===== src/rtl/sprite_blit_engine_if.sv =====
// Draw-request and memory-port bundle between the draw scheduler, the sprite/frame RAMs
// and the sprite blit engine.
interface sprite_blit_engine_if;
  logic        start;
  logic [9:0]  pos_x;
  logic [8:0]  pos_y;
  logic        size_sel;
  logic [19:0] sprite_addr;
  logic [15:0] sprite_data;
  logic [18:0] frame_rd_addr;
  logic [15:0] frame_rd_data;
  logic [18:0] frame_wr_addr;
  logic [15:0] frame_wr_data;
  logic        frame_we;
  logic        busy;
  logic        done;

  modport slave (
    input  start, pos_x, pos_y, size_sel, sprite_data, frame_rd_data,
    output sprite_addr, frame_rd_addr, frame_wr_addr, frame_wr_data, frame_we, busy, done
  );

  modport master (
    output start, pos_x, pos_y, size_sel, sprite_data, frame_rd_data,
    input  sprite_addr, frame_rd_addr, frame_wr_addr, frame_wr_data, frame_we, busy, done
  );
endinterface


===== src/rtl/sprite_blit_engine.sv =====
// Copies a 32x32 or 4x4 sprite into frameRAM with per-pixel transparency, using one
// read-modify-write (READ cycle + WRITE cycle) per 16-bit frame word, with edge clipping.
module sprite_blit_engine #(
  parameter int          FRAME_W_WORDS = 320,
  parameter int          FRAME_H       = 480,
  parameter logic [7:0]  TRANSPARENT   = 8'h00
) (
  input  logic                  Clk,
  input  logic                  Reset,
  sprite_blit_engine_if.slave   bus
);

  typedef enum logic [1:0] {
    IDLE  = 2'd0,
    READ  = 2'd1,
    WRITE = 2'd2,
    DONE  = 2'd3
  } state_t;

  state_t      state_r, state_next_s;
  logic [8:0]  base_x_r, base_y_r;
  logic        size_r;
  logic [4:0]  row_r, next_row_s, last_row_s;
  logic [3:0]  col_r, next_col_s, last_col_s;
  logic        last_word_s;
  logic [18:0] x_s, y_s;
  logic        clip_s;
  logic [19:0] sprite_addr_r;
  logic [18:0] frame_rd_addr_r, frame_wr_addr_r;
  logic        frame_we_r, busy_r, done_r;
  logic [15:0] merged_s;
  logic        unused_pos_x_lsb_s;

  function automatic logic [18:0] frame_addr(input logic [8:0] bx, input logic [8:0] by,
                                             input logic [4:0] row, input logic [3:0] col);
    frame_addr = (19'(by) + 19'(row)) * 19'(FRAME_W_WORDS) + 19'(bx) + 19'(col);
  endfunction

  function automatic logic [19:0] sprite_word(input logic sz, input logic [4:0] row,
                                              input logic [3:0] col);
    sprite_word = sz ? {14'd0, row, col[0]} : {11'd0, row, col};
  endfunction

  function automatic logic [7:0] merge_byte(input logic [7:0] spr, input logic [7:0] frm);
    merge_byte = (spr != TRANSPARENT) ? spr : frm;
  endfunction

  // Sprite geometry, iteration step and clip test for the current word
  always_comb begin
    last_col_s  = size_r ? 4'd1 : 4'd15;
    last_row_s  = size_r ? 5'd3 : 5'd31;
    last_word_s = (col_r == last_col_s) && (row_r == last_row_s);
    if (col_r == last_col_s) begin
      next_col_s = 4'd0;
      next_row_s = row_r + 5'd1;
    end else begin
      next_col_s = col_r + 4'd1;
      next_row_s = row_r;
    end
    x_s    = 19'(base_x_r) + 19'(col_r);
    y_s    = 19'(base_y_r) + 19'(row_r);
    clip_s = (x_s >= 19'(FRAME_W_WORDS)) || (y_s >= 19'(FRAME_H));
  end

  // State register
  always_ff @(posedge Clk) begin
    if (Reset) begin
      state_r <= IDLE;
    end else begin
      state_r <= state_next_s;
    end
  end

  // Next-state logic
  always_comb begin
    state_next_s = state_r;
    case (state_r)
      IDLE: begin
        if (bus.start) begin
          state_next_s = READ;
        end else begin
          state_next_s = IDLE;
        end
      end
      READ:  state_next_s = WRITE;
      WRITE: begin
        if (last_word_s) begin
          state_next_s = DONE;
        end else begin
          state_next_s = READ;
        end
      end
      DONE:    state_next_s = IDLE;
      default: state_next_s = IDLE;
    endcase
  end

  // Status outputs registered from the next state so they line up with state_r
  always_ff @(posedge Clk) begin
    if (Reset) begin
      busy_r <= 1'b0;
      done_r <= 1'b0;
    end else begin
      busy_r <= (state_next_s != IDLE);
      done_r <= (state_next_s == DONE);
    end
  end

  // Datapath: addresses for the next READ are prepared on the edge entering READ
  always_ff @(posedge Clk) begin
    if (Reset) begin
      base_x_r        <= 9'd0;
      base_y_r        <= 9'd0;
      size_r          <= 1'b0;
      row_r           <= 5'd0;
      col_r           <= 4'd0;
      sprite_addr_r   <= 20'd0;
      frame_rd_addr_r <= 19'd0;
      frame_wr_addr_r <= 19'd0;
      frame_we_r      <= 1'b0;
    end else begin
      case (state_r)
        IDLE: begin
          frame_we_r <= 1'b0;
          if (bus.start) begin
            base_x_r        <= bus.pos_x[9:1];
            base_y_r        <= bus.pos_y;
            size_r          <= bus.size_sel;
            row_r           <= 5'd0;
            col_r           <= 4'd0;
            sprite_addr_r   <= 20'd0;
            frame_rd_addr_r <= frame_addr(bus.pos_x[9:1], bus.pos_y, 5'd0, 4'd0);
          end
        end
        READ: begin
          frame_wr_addr_r <= frame_rd_addr_r;
          frame_we_r      <= !clip_s;
        end
        WRITE: begin
          frame_we_r <= 1'b0;
          if (!last_word_s) begin
            row_r           <= next_row_s;
            col_r           <= next_col_s;
            sprite_addr_r   <= sprite_word(size_r, next_row_s, next_col_s);
            frame_rd_addr_r <= frame_addr(base_x_r, base_y_r, next_row_s, next_col_s);
          end
        end
        DONE:    frame_we_r <= 1'b0;
        default: frame_we_r <= 1'b0;
      endcase
    end
  end

  // Memory read data arrives during WRITE, so the merge must be combinational
  always_comb begin
    merged_s = 16'd0;
    if (state_r == WRITE) begin
      merged_s = {merge_byte(bus.sprite_data[15:8], bus.frame_rd_data[15:8]),
                  merge_byte(bus.sprite_data[7:0],  bus.frame_rd_data[7:0])};
    end else begin
      merged_s = 16'd0;
    end
  end

  assign unused_pos_x_lsb_s = bus.pos_x[0];

  assign bus.sprite_addr   = sprite_addr_r;
  assign bus.frame_rd_addr = frame_rd_addr_r;
  assign bus.frame_wr_addr = frame_wr_addr_r;
  assign bus.frame_wr_data = merged_s;
  assign bus.frame_we      = frame_we_r;
  assign bus.busy          = busy_r;
  assign bus.done          = done_r;

endmodule


===== src/flat_wrapper.sv =====
// flat-port wrapper written by rule: the top's interface ports become plain ports
module sprite_blit_engine_flat 
#(
  parameter int          FRAME_W_WORDS = 320,
  parameter int          FRAME_H       = 480,
  parameter logic [7:0]  TRANSPARENT   = 8'h00
)
  (Clk, Reset, bus_start, bus_pos_x, bus_pos_y, bus_size_sel, bus_sprite_data, bus_frame_rd_data, bus_sprite_addr, bus_frame_rd_addr, bus_frame_wr_addr, bus_frame_wr_data, bus_frame_we, bus_busy, bus_done);
  sprite_blit_engine_if bus_i ();
  input  logic Clk;
  input  logic Reset;
  input wire logic [$bits(bus_i.start)-1:0] bus_start;
  input wire logic [$bits(bus_i.pos_x)-1:0] bus_pos_x;
  input wire logic [$bits(bus_i.pos_y)-1:0] bus_pos_y;
  input wire logic [$bits(bus_i.size_sel)-1:0] bus_size_sel;
  input wire logic [$bits(bus_i.sprite_data)-1:0] bus_sprite_data;
  input wire logic [$bits(bus_i.frame_rd_data)-1:0] bus_frame_rd_data;
  output wire logic [$bits(bus_i.sprite_addr)-1:0] bus_sprite_addr;
  output wire logic [$bits(bus_i.frame_rd_addr)-1:0] bus_frame_rd_addr;
  output wire logic [$bits(bus_i.frame_wr_addr)-1:0] bus_frame_wr_addr;
  output wire logic [$bits(bus_i.frame_wr_data)-1:0] bus_frame_wr_data;
  output wire logic [$bits(bus_i.frame_we)-1:0] bus_frame_we;
  output wire logic [$bits(bus_i.busy)-1:0] bus_busy;
  output wire logic [$bits(bus_i.done)-1:0] bus_done;
  assign bus_i.start = bus_start;
  assign bus_i.pos_x = bus_pos_x;
  assign bus_i.pos_y = bus_pos_y;
  assign bus_i.size_sel = bus_size_sel;
  assign bus_i.sprite_data = bus_sprite_data;
  assign bus_i.frame_rd_data = bus_frame_rd_data;
  assign bus_sprite_addr = bus_i.sprite_addr;
  assign bus_frame_rd_addr = bus_i.frame_rd_addr;
  assign bus_frame_wr_addr = bus_i.frame_wr_addr;
  assign bus_frame_wr_data = bus_i.frame_wr_data;
  assign bus_frame_we = bus_i.frame_we;
  assign bus_busy = bus_i.busy;
  assign bus_done = bus_i.done;
  sprite_blit_engine #(.FRAME_W_WORDS(FRAME_W_WORDS), .FRAME_H(FRAME_H), .TRANSPARENT(TRANSPARENT)) u_core (.Clk(Clk), .Reset(Reset), .bus(bus_i));
endmodule

===== config.mk =====
export PLATFORM = sky130hd
export DESIGN_NAME = sprite_blit_engine_flat
export DESIGN_NICKNAME = d
export VERILOG_FILES = /design/src/rtl/sprite_blit_engine_if.sv /design/src/rtl/sprite_blit_engine.sv /design/src/flat_wrapper.sv
export SDC_FILE = /design/constraint.sdc
export NUM_CORES = 1
export LEC_CHECK = 0
export ABC_AREA = 1
export CAP_MARGIN = 0
export CORE_ASPECT_RATIO = 0.7
export CORE_MARGIN = 3
export CORE_UTILIZATION = 25
export CTS_CLUSTER_SIZE = 25
export DETAILED_ROUTE_END_ITERATION = 16
export GPL_TIMING_DRIVEN = 0
export SYNTH_ARGS = -nofsm -noshare
export SYNTH_HDL_FRONTEND = slang
export SYNTH_SLANG_ARGS = --single-unit

===== constraint.sdc =====
create_clock -name Clk -period 5.4 [get_ports Clk]
set_input_delay 0.81 -clock Clk [delete_from_list [all_inputs] [get_ports Clk]]
set_output_delay 0.81 -clock Clk [all_outputs]
set_load 0.02 [all_outputs]

* Word-level counts from Yosys, hierarchy flattened
Cells that the tools add are included.
Storage, ports and cells: bits in registers 91, bits of input ports 55, word-level logic and storage cells 67
Operators by class: add/subtract/negate cells 8, multipliers 2, $lt $le $gt $ge 2, equality and inequality tests 8, mux-type cells 24, reductions and logical operators 11
Operators with widths (number):
- $mux W20 | 2
- $pmux W20 S2 | 1
- $add A19 B9 Y19 | 2
- $ge A19 B9 Y1 const B | 2
- $mux W19 | 2
- $pmux W19 S2 | 1
- $add A9 B5 Y10 | 2
- $mux W5 | 4
- $add A19 B4 Y19 | 1
- $mul A19 B3 Y13 const B | 1
- $mux W16 | 1
- $mux W4 | 4
- $mux W8 | 2
- $reduce_bool A8 Y1 | 2
- $mul A9 B3 Y12 const B | 1
- $add A9 B4 Y10 | 1
- $pmux W5 S2 | 1
- $mux W9 | 1
- $pmux W2 S4 | 1
- $pmux W4 S2 | 1
- $eq A2 B2 Y1 const B | 3
- $add A5 B1 Y5 const B | 1
- $eq A5 B5 Y1 | 1
- $add A4 B1 Y4 const B | 1
- other kinds (14) | 16

* Depth between registers and ports, before layout
Gate-level depths: netlist of run 1.
depth in word-level cells 9, mapped depth 29, gate-level depth less buffers 29

* Worst setup path before layout of run 1
No wires, ideal clock.
path type flip-flop to flip-flop, start register u_core.col_r[1], end register u_core.frame_rd_addr_r[17], in the netlist u_core.bus.frame_rd_addr[17], library setup time 0.117 ns, arrival 3.822 ns, data required time 5.283 ns, slack 1.461 ns, cell stages (with the launch flop) 25, buffers on the path 0, clock period less this slack 3.939 ns, cell sequence dfxtp_1 > inv_1 > o22ai_1 > nand3_2 > xor2_1 > inv_1 > ha_1 > fa_1 > nand3_1 > nand2_1 > xnor2_1 > inv_1 > ha_1 > fa_1 > nand2_1 > nor2_1 > nand3_1 > nand3_1 > nand2_1 > nor2_1 > nand3_1 > nand2_1 > nor2_1 > nor2_1 > nor2_1
Between the ends: word-level cells in the longest chain between the ends 8, elaborated cells between the ends (all ways) 13
Ends and longest elaborated chain:
- from (decl) | RTL line sprite_blit_engine.sv:24 | logic [3:0] col_r, next_col_s, last_col_s;
- from (signal assigned) | RTL line sprite_blit_engine.sv:143 | col_r <= next_col_s;
- $eq A4 B4 Y1 | RTL line sprite_blit_engine.sv:52, sprite_blit_engine.sv:53
- $mux W5 | RTL line sprite_blit_engine.sv:53 | if (col_r == last_col_s) begin
- $add A9 B5 Y10 | RTL line sprite_blit_engine.sv:36 | frame_addr = (19'(by) + 19'(row)) * 19'(FRAME_W_WORDS) + 19'(bx) + 19'(col);
- $mul A19 B3 Y13 | RTL line sprite_blit_engine.sv:36
- $add A19 B9 Y19 | RTL line sprite_blit_engine.sv:36
- $add A19 B4 Y19 | RTL line sprite_blit_engine.sv:36
- $mux W19 | RTL line sprite_blit_engine.sv:141 | if (!last_word_s) begin
- $pmux W19 S2 | RTL line sprite_blit_engine.sv:122 | case (state_r)
- to (signal assigned) | RTL line sprite_blit_engine.sv:132 | frame_rd_addr_r <= frame_addr(bus.pos_x[9:1], bus.pos_y, 5'd0, 4'd0);
- to (signal assigned) | RTL line sprite_blit_engine.sv:145 | frame_rd_addr_r <= frame_addr(base_x_r, base_y_r, next_row_s, next_col_s);
- to (decl) | RTL line sprite_blit_engine.sv:29 | logic [18:0] frame_rd_addr_r, frame_wr_addr_r;
Parallel ways exist; a longest one is shown, timed or not. The select of a mux whose other input is x is not followed. A chain may end at the register's enable or synchronous reset.

* Worst setup path after layout of run 1
start register u_core.col_r[1], end register u_core.frame_rd_addr_r[16], in the netlist u_core.bus.frame_rd_addr[16]
Same word-level chain as after synthesis.

==> results of run 1 <==
==> layout make-up <==
type	count	area (um2)
repair buffers	119	1191
clock buffers	11	232.7
inverters	104	391.6
clock inverters	5	81.33
plain buffers	39	212.7
multi-input cells	662	3656
fillers	2400	14510
well taps	305	381.6
flip-flops and latches	79	1582
==> logic make-up after synthesis <==
| family | Yosys count | share of synthesized area [%] |
|---|---|---|
| flip-flops | 79 | 27.25 |
| adder cells (fa/ha/maj) | 63 | 14.49 |
| other | 1 | 0.06461 |
| buffers and inverters | 143 | 10.41 |
| AO/OA/AOI/OAI | 186 | 16.79 |
| XOR/XNOR | 23 | 3.471 |
| AND/OR/NAND/NOR | 379 | 27.53 |
==> registers in the layout, summed over array words and instances (netlist names) <==
name                      count
u_core.col_r                  4
u_core.bus.busy               1
u_core.base_x_r               9
u_core.row_r                  5
u_core.bus.frame_wr_addr     19
u_core.size_r                 1
u_core.bus.frame_rd_addr     19
u_core.bus.sprite_addr        8
u_core.bus.frame_we           1
u_core.base_y_r               9
u_core.state_r                2
u_core.bus.done               1
==> layer usage <==
| layer | global-route usage [%] | vias to the layer above | share of wire [%] |
|---|---|---|---|
| met5 | 0 | - | 0 |
| met4 | 2.374 | 0 | 0.60 |
| met2 | 22.01 | 152 | 41 |
| li1 | - | 3141 | - |
| met3 | 2.998 | 11 | 6.2 |
| met1 | 22.76 | 2817 | 52 |
==> power groups by stage <==
stage	logic (mW)	registers [mW]	clock network [mW]
after detailed placement	0.576	0.682	0
after global routing	0.644	0.675	0.687
after CTS	0.578	0.669	0.670
after global placement	0.569	0.682	0
after floorplan	0.320	0.712	0
final	0.579	0.669	0.653
==> critical path: stages, from the launching register on <==
cell	delay (ns)
dfxtp_1	0.43
inv_1	0.12
o22ai_1	0.17
nand3_2	0.18
xor2_1	0.30
inv_1	0.14
ha_1	0.23
fa_1	0.41
nand3_1	0.09
nand2_1	0.09
a21oi_1	0.17
nor2_1	0.09
nand3_1	0.09
xnor2_1	0.17
ha_1	0.28
ha_1	0.38
a21oi_1	0.35
nand3_1	0.18
nand2_1	0.09
nand2_1	0.05
nor2_1	0.15
nand4_1	0.11
nand3_1	0.11
nand3_1	0.08
nand2_1	0.07
inv_1	0.04
==> worst max path at each step <==
stage	to	cells after the start	slack (ns)
floorplan	u_core.bus.frame_rd_addr[17]	24	1.46
detailed placement	u_core.bus.frame_rd_addr[17]	25	0.82
CTS	u_core.bus.frame_rd_addr[17]	25	0.79
global route	u_core.bus.frame_rd_addr[17]	28	0.34
global placement	u_core.bus.frame_rd_addr[16]	25	0.85
finish	u_core.bus.frame_rd_addr[16]	25	0.73
==> cell usage after synthesis, types with 3 or more instances <==
cell | number | area share, %
buf_4 | 12 | 1.6
ha_1 | 56 | 12
nor3_1 | 8 | 0.69
inv_1 | 100 | 6.5
nor2_1 | 117 | 7.6
nand4_1 | 15 | 1.6
a21oi_1 | 80 | 6.9
nand3_1 | 46 | 4.0
xor2_1 | 15 | 2.3
clkbuf_1 | 19 | 1.2
clkbuf_2 | 3 | 0.26
a31oi_1 | 6 | 0.65
nand3b_1 | 7 | 0.91
dfxtp_1 | 79 | 27
xnor2_1 | 8 | 1.2
o21ai_0 | 84 | 7.2
fa_1 | 7 | 2.4
nand2_1 | 176 | 11
or2_2 | 3 | 0.32
==> results.py, run 1 <==
metrics = {
    "global_routing": {
        "grt_antenna_before_repair": 0,
        "grt_max_degree": 14,
        "grt_pass1_wl_um": 30050,
        "first_global_vias": 5497,
        "grt_remaining_overflow": 0,
        "grtUsageTotal_pct": 14.97,
    },
    "critical_path": {
        "startpoint": "u_core.col_r[1]",
        "reg2reg_slack_ns": 0.73,
        "cp_max_fo": 6,
        "critPathRequiredTime_ns": 5.64,
        "end_kind": "flip-flop",
        "timing.rr.end": "u_core.bus.frame_rd_addr[16]",
        "r2r_cells": 25,
        "r2r_start": "u_core.col_r[1]",
        "cp_data_arrival_time_ns": 4.90,
        "path_class": "reg2reg",
        "critPathLaunchType": "flip-flop",
    },
    "timing": {
        "finalHoldViolCount": 0,
        "holdWs_ns": 0.4591,
        "fin_skew_ns": 0.007511,
        "layout_setup_ws_ns": 0.7326,
        "tns_ns": 0,
        "grt_setup_unrepaired": "no",
        "slew_headroom_pct": 42.53,
        "fmax_mhz": 214.3,
        "post-route-min-period_ns": 4.667,
        "drv_slew": 0,
        "setup_viol": 0,
        "worst_pin_slew_ns": 0.8554,
        "fin_crit_sh_pct": 86.43,
    },
    "cts": {
        "cts_buffer_depth": 2,
        "cts_resized": 0,
        "post_cts_buffers": 0,
        "root_buffer": "clkbuf_16",
        "clk_pin_slew_worst_paths_ns": 0.06,
        "clock_latency_ns": 0.34,
        "cts_inserted_buffers": 9,
        "cts_htree_levels": 3,
        "clkSinkCount": 79,
        "cts_tree": "done",
        "cts_hold_buf": 0,
    },
    "placement": {
        "place_area_um2": 7415,
        "io_buffers": 119,
        "place_inst": 1308,
        "place_ws_ns": 0.8203,
        "gp_congestion": 0.8707,
        "dp_hpwl_um": 15630,
    },
    "power_and_ir_drop": {
        "power.density_nw_per_um2": 246.1,
        "p_comb_share_pct": 30.5,
        "swShare_pct": 33.18,
        "total_power_mw": 1.902,
        "leakagePower_nw": 3.481,
        "clock_power_share_pct": 34.4,
        "irDropWorstVdd_v": 0.0001642,
        "p_sw_mw": 0.6311,
        "power_frac_seq_pct": 35.2,
        "internal_power_mw": 1.271,
    },
    "layout": {
        "mostFrequentLayoutCells": "nand2_1 (176), clkdlybuf4s50_1 (119), nor2_1 (117)",
        "postLayoutCoreUtil_pct": 34.75,
        "fin_area_um2": 7729,
        "n_antenna_cell": 0,
        "nNetsFinal": 1132,
        "layout-drive-gt1-share_pct": 4.416,
        "final_common_cell": "nand2_1",
        "fin_cells": 1324,
        "area_delta_synth_final_pct": 33.15,
    },
    "flow_run": {
        "drv_cap": 0,
    },
    "floorplanning": {
        "die_area_um2": 25110,
        "die_x_um": 188.1,
        "start_util_pct": 26.10,
        "die_height_um": 133.5,
        "rows": 45,
        "ios": 132,
        "core_um2": 22240,
    },
    "drt": {
        "drc": 0,
        "first_pass_iters": 5,
        "ant_nets": 0,
        "drt_iter0_markers": 448,
        "avgViaCountPerCell": 4.623,
        "wl_um": 19140,
        "wl_per_cell_um": 14.46,
        "via_count": 6121,
    },
    "synthesis": {
        "seq_area_frac_synth_pct": 27.25,
        "ys_ff_latch": 79,
        "ys_async_sr_fraction_pct": 0,
        "yosysUniqueCellTypes": 42,
        "postSynthAreaPerCell_um2": 6.641,
        "yosys_warnings": 0,
        "syn_area_um2": 5804,
        "ys.flop_type": "dfxtp_1",
        "synth_edf_count": 0,
        "synth_cells": 874,
    },
    "worst_hold_path": {
        "worstHoldPathCells": 2,
        "hp-start": "u_core.bus.sprite_addr[8]",
        "holdPathEnd": "u_core.bus.sprite_addr[8]",
        "hold_path_class": "reg2reg",
    },
    "outcome": {
        "status": "completed",
    },
}
Power figures use the tool's default switching activity.
==> inputs of run 2 (changes only) <==
Settings changed: CTS_CLUSTER_SIZE 25 to 30.
Clock period 5.4 ns to 4.1 ns, I/O delays scaled along.
==> run 2 against run 1 <==
Count of clock-buffer cells in the layout is the same; clock skew grew 0.0014 ns; critical path type unchanged; design area grew 8.3%; sequential power grew 32%; power grew 37%; fmax grew 16%; via count grew 3.3%.
==> results.py, run 2 (same netlist as run 1, synthesis figures left out) <==
metrics = {
    "outcome": {
        "status": "completed",
    },
    "floorplanning": {
        "core_um2": 22240,
        "ios": 132,
        "start_util_pct": 26.10,
        "die_area_um2": 25110,
        "die_x_um": 188.1,
        "die_height_um": 133.5,
        "rows": 45,
    },
    "layout": {
        "mostFrequentLayoutCells": "nand2_1 (151), clkdlybuf4s50_1 (119), nor2_1 (108)",
        "final_common_cell": "nand2_1",
        "multi_input_area_um2": 4134,
        "layout-drive-gt1-share_pct": 14.95,
        "nNetsFinal": 1150,
        "area_delta_synth_final_pct": 44.23,
        "postLayoutCoreUtil_pct": 37.64,
        "n_antenna_cell": 0,
        "layout.area.seq_um2": 1605,
        "nFillCells": 2329,
        "fin_cells": 1342,
    },
    "timing": {
        "post-route-min-period_ns": 4.022,
        "fin_skew_ns": 0.008895,
        "drv_slew": 0,
        "worst_pin_slew_ns": 0.8543,
        "grt_setup_unrepaired": "yes",
        "fin_crit_sh_pct": 98.09,
        "fmax_mhz": 248.7,
        "layout_setup_ws_ns": 0.07833,
        "finalHoldViolCount": 0,
        "slew_headroom_pct": 42.61,
        "setup_viol": 0,
    },
    "power_and_ir_drop": {
        "irDropWorstVdd_v": 0.0002158,
        "leakagePower_nw": 3.593,
        "total_power_mw": 2.599,
        "power.density_nw_per_um2": 310.5,
    },
    "drt": {
        "first_pass_iters": 5,
        "wl_um": 19910,
        "drt_iter0_markers": 523,
        "wl_per_cell_um": 14.84,
        "via_count": 6320,
        "avgViaCountPerCell": 4.709,
        "drc": 0,
        "ant_nets": 0,
    },
    "critical_path": {
        "cp_max_fo": 5,
        "critPathLaunchType": "flip-flop",
        "slowest_stage": "fa_2",
        "end_kind": "flip-flop",
        "critPathRequiredTime_ns": 4.39,
        "path_class": "reg2reg",
        "critPathMaxStageDelay_ns": 0.42,
        "reg2reg_slack_ns": 0.08,
        "cp_data_arrival_time_ns": 4.31,
    },
    "worst_hold_path": {
        "hold_path_class": "reg2reg",
    },
    "global_routing": {
        "grtUsageTotal_pct": 15.25,
        "first_global_vias": 5631,
        "grt_max_degree": 14,
        "grt_remaining_overflow": 0,
        "grt_antenna_before_repair": 0,
        "grt_pass1_wl_um": 30710,
    },
    "placement": {
        "dp_hpwl_um": 15630,
        "gp_congestion": 0.8707,
        "place_ws_ns": -0.4797,
        "place_inst": 1308,
        "io_buffers": 119,
    },
    "cts": {
        "clk_pin_slew_worst_paths_ns": 0.06,
        "cts_hold_buf": 0,
        "cts_inserted_buffers": 9,
        "cts_tree": "done",
        "root_buffer": "clkbuf_16",
        "clkSinkCount": 79,
        "clock_latency_ns": 0.34,
        "cts_buffer_depth": 2,
        "cts_htree_levels": 3,
    },
    "flow_run": {
        "drv_cap": 0,
    },
}
[run 2: cell types whose count changed in the layout (fill, tap and decap cells not counted), moves of 6 or more]
cell | previous run | this run
nand3_2 | 1 | 7
buf_4 | 12 | 29
nor2_1 | 117 | 108
nand3_1 | 46 | 37
ha_1 | 56 | 41
inv_2 | 1 | 11
nor2_2 | 1 | 8
dfxtp_1 | 79 | 72
inv_1 | 100 | 89
ha_4 | 0 | 13
nand2_2 | 1 | 22
dfxtp_4 | 0 | 6
nand2_1 | 176 | 151
[run 2: cell type report]
class                      count  share of cell area, %
inverter                     104                  4.708
sequential                    79                  19.18
multi-input combinational    662                  49.38
clock buffer                  11                  2.780
timing repair buffer         137                  15.89
tap                          305                  4.558
clock inverter                 5                 0.9715
buffer                        39                  2.541
[run 2: layer usage]
| layer | up-vias | GRT usage (%) | wire, um |
|---|---|---|---|
| met2 | 180 | 22.72 | 8447 |
| met5 | - | 0 | 0 |
| met1 | 2947 | 23.28 | 10130 |
| li1 | 3177 | - | - |
| met3 | 16 | 2.551 | 1179 |
| met4 | 0 | 2.374 | 153 |
[run 2: per-stage QoR]
step | cell area [um2] | hold slack (ns) | setup TNS, ns
after floorplan | 5842 | 0.4695 | 0
after global placement | 7415 | 0.4552 | -2.388
after detailed placement | 7415 | 0.4557 | -2.539
after CTS | 7958 | 0.4638 | 0
after global routing | 8372 | 0.4910 | -0.5080
final | 8372 | 0.4578 | 0
[run 2: path summary, 6_finish.rpt]
kind                            cells past startpoint                            to                      start
worst max-delay path                               28  u_core.bus.frame_rd_addr[16]              u_core.size_r
worst min-delay path                                2     u_core.bus.sprite_addr[8]  u_core.bus.sprite_addr[8]
worst max register to register                     28  u_core.bus.frame_rd_addr[16]              u_core.size_r
worst min register to register                      2     u_core.bus.sprite_addr[8]  u_core.bus.sprite_addr[8]
[run 2: power breakdown]
part	switching (mW)	leakage (nW)	internal, mW
Sequential	0.0535	0.655	0.828
Clock	0.326	0.150	0.535
Combinational	0.500	2.79	0.357
[run 2: repair_timing]
action,in CTS,in global routing
resized for setup,37,83
endpoints found under the setup margin,8,7
buffers inserted,8,10
pin swaps,11,40
[run 2: critical path, delay by kind of cell, from the launching register on]
kind | cells | cell delay, ns
and+or+nand+nor | 14 | 1.22
DFF | 1 | 0.38
AOI/OAI and AO/OA | 2 | 0.32
adders and majority gates | 4 | 1.11
xor gates and xnor gates | 2 | 0.40
buffers and inverters | 6 | 0.48
==> inputs of run 3 (changes only) <==
Settings changed: CTS_CLUSTER_SIZE 30 to 10.
==> results of run 3 <==
Final layout, timing and power as in run 2 (identical DEF).
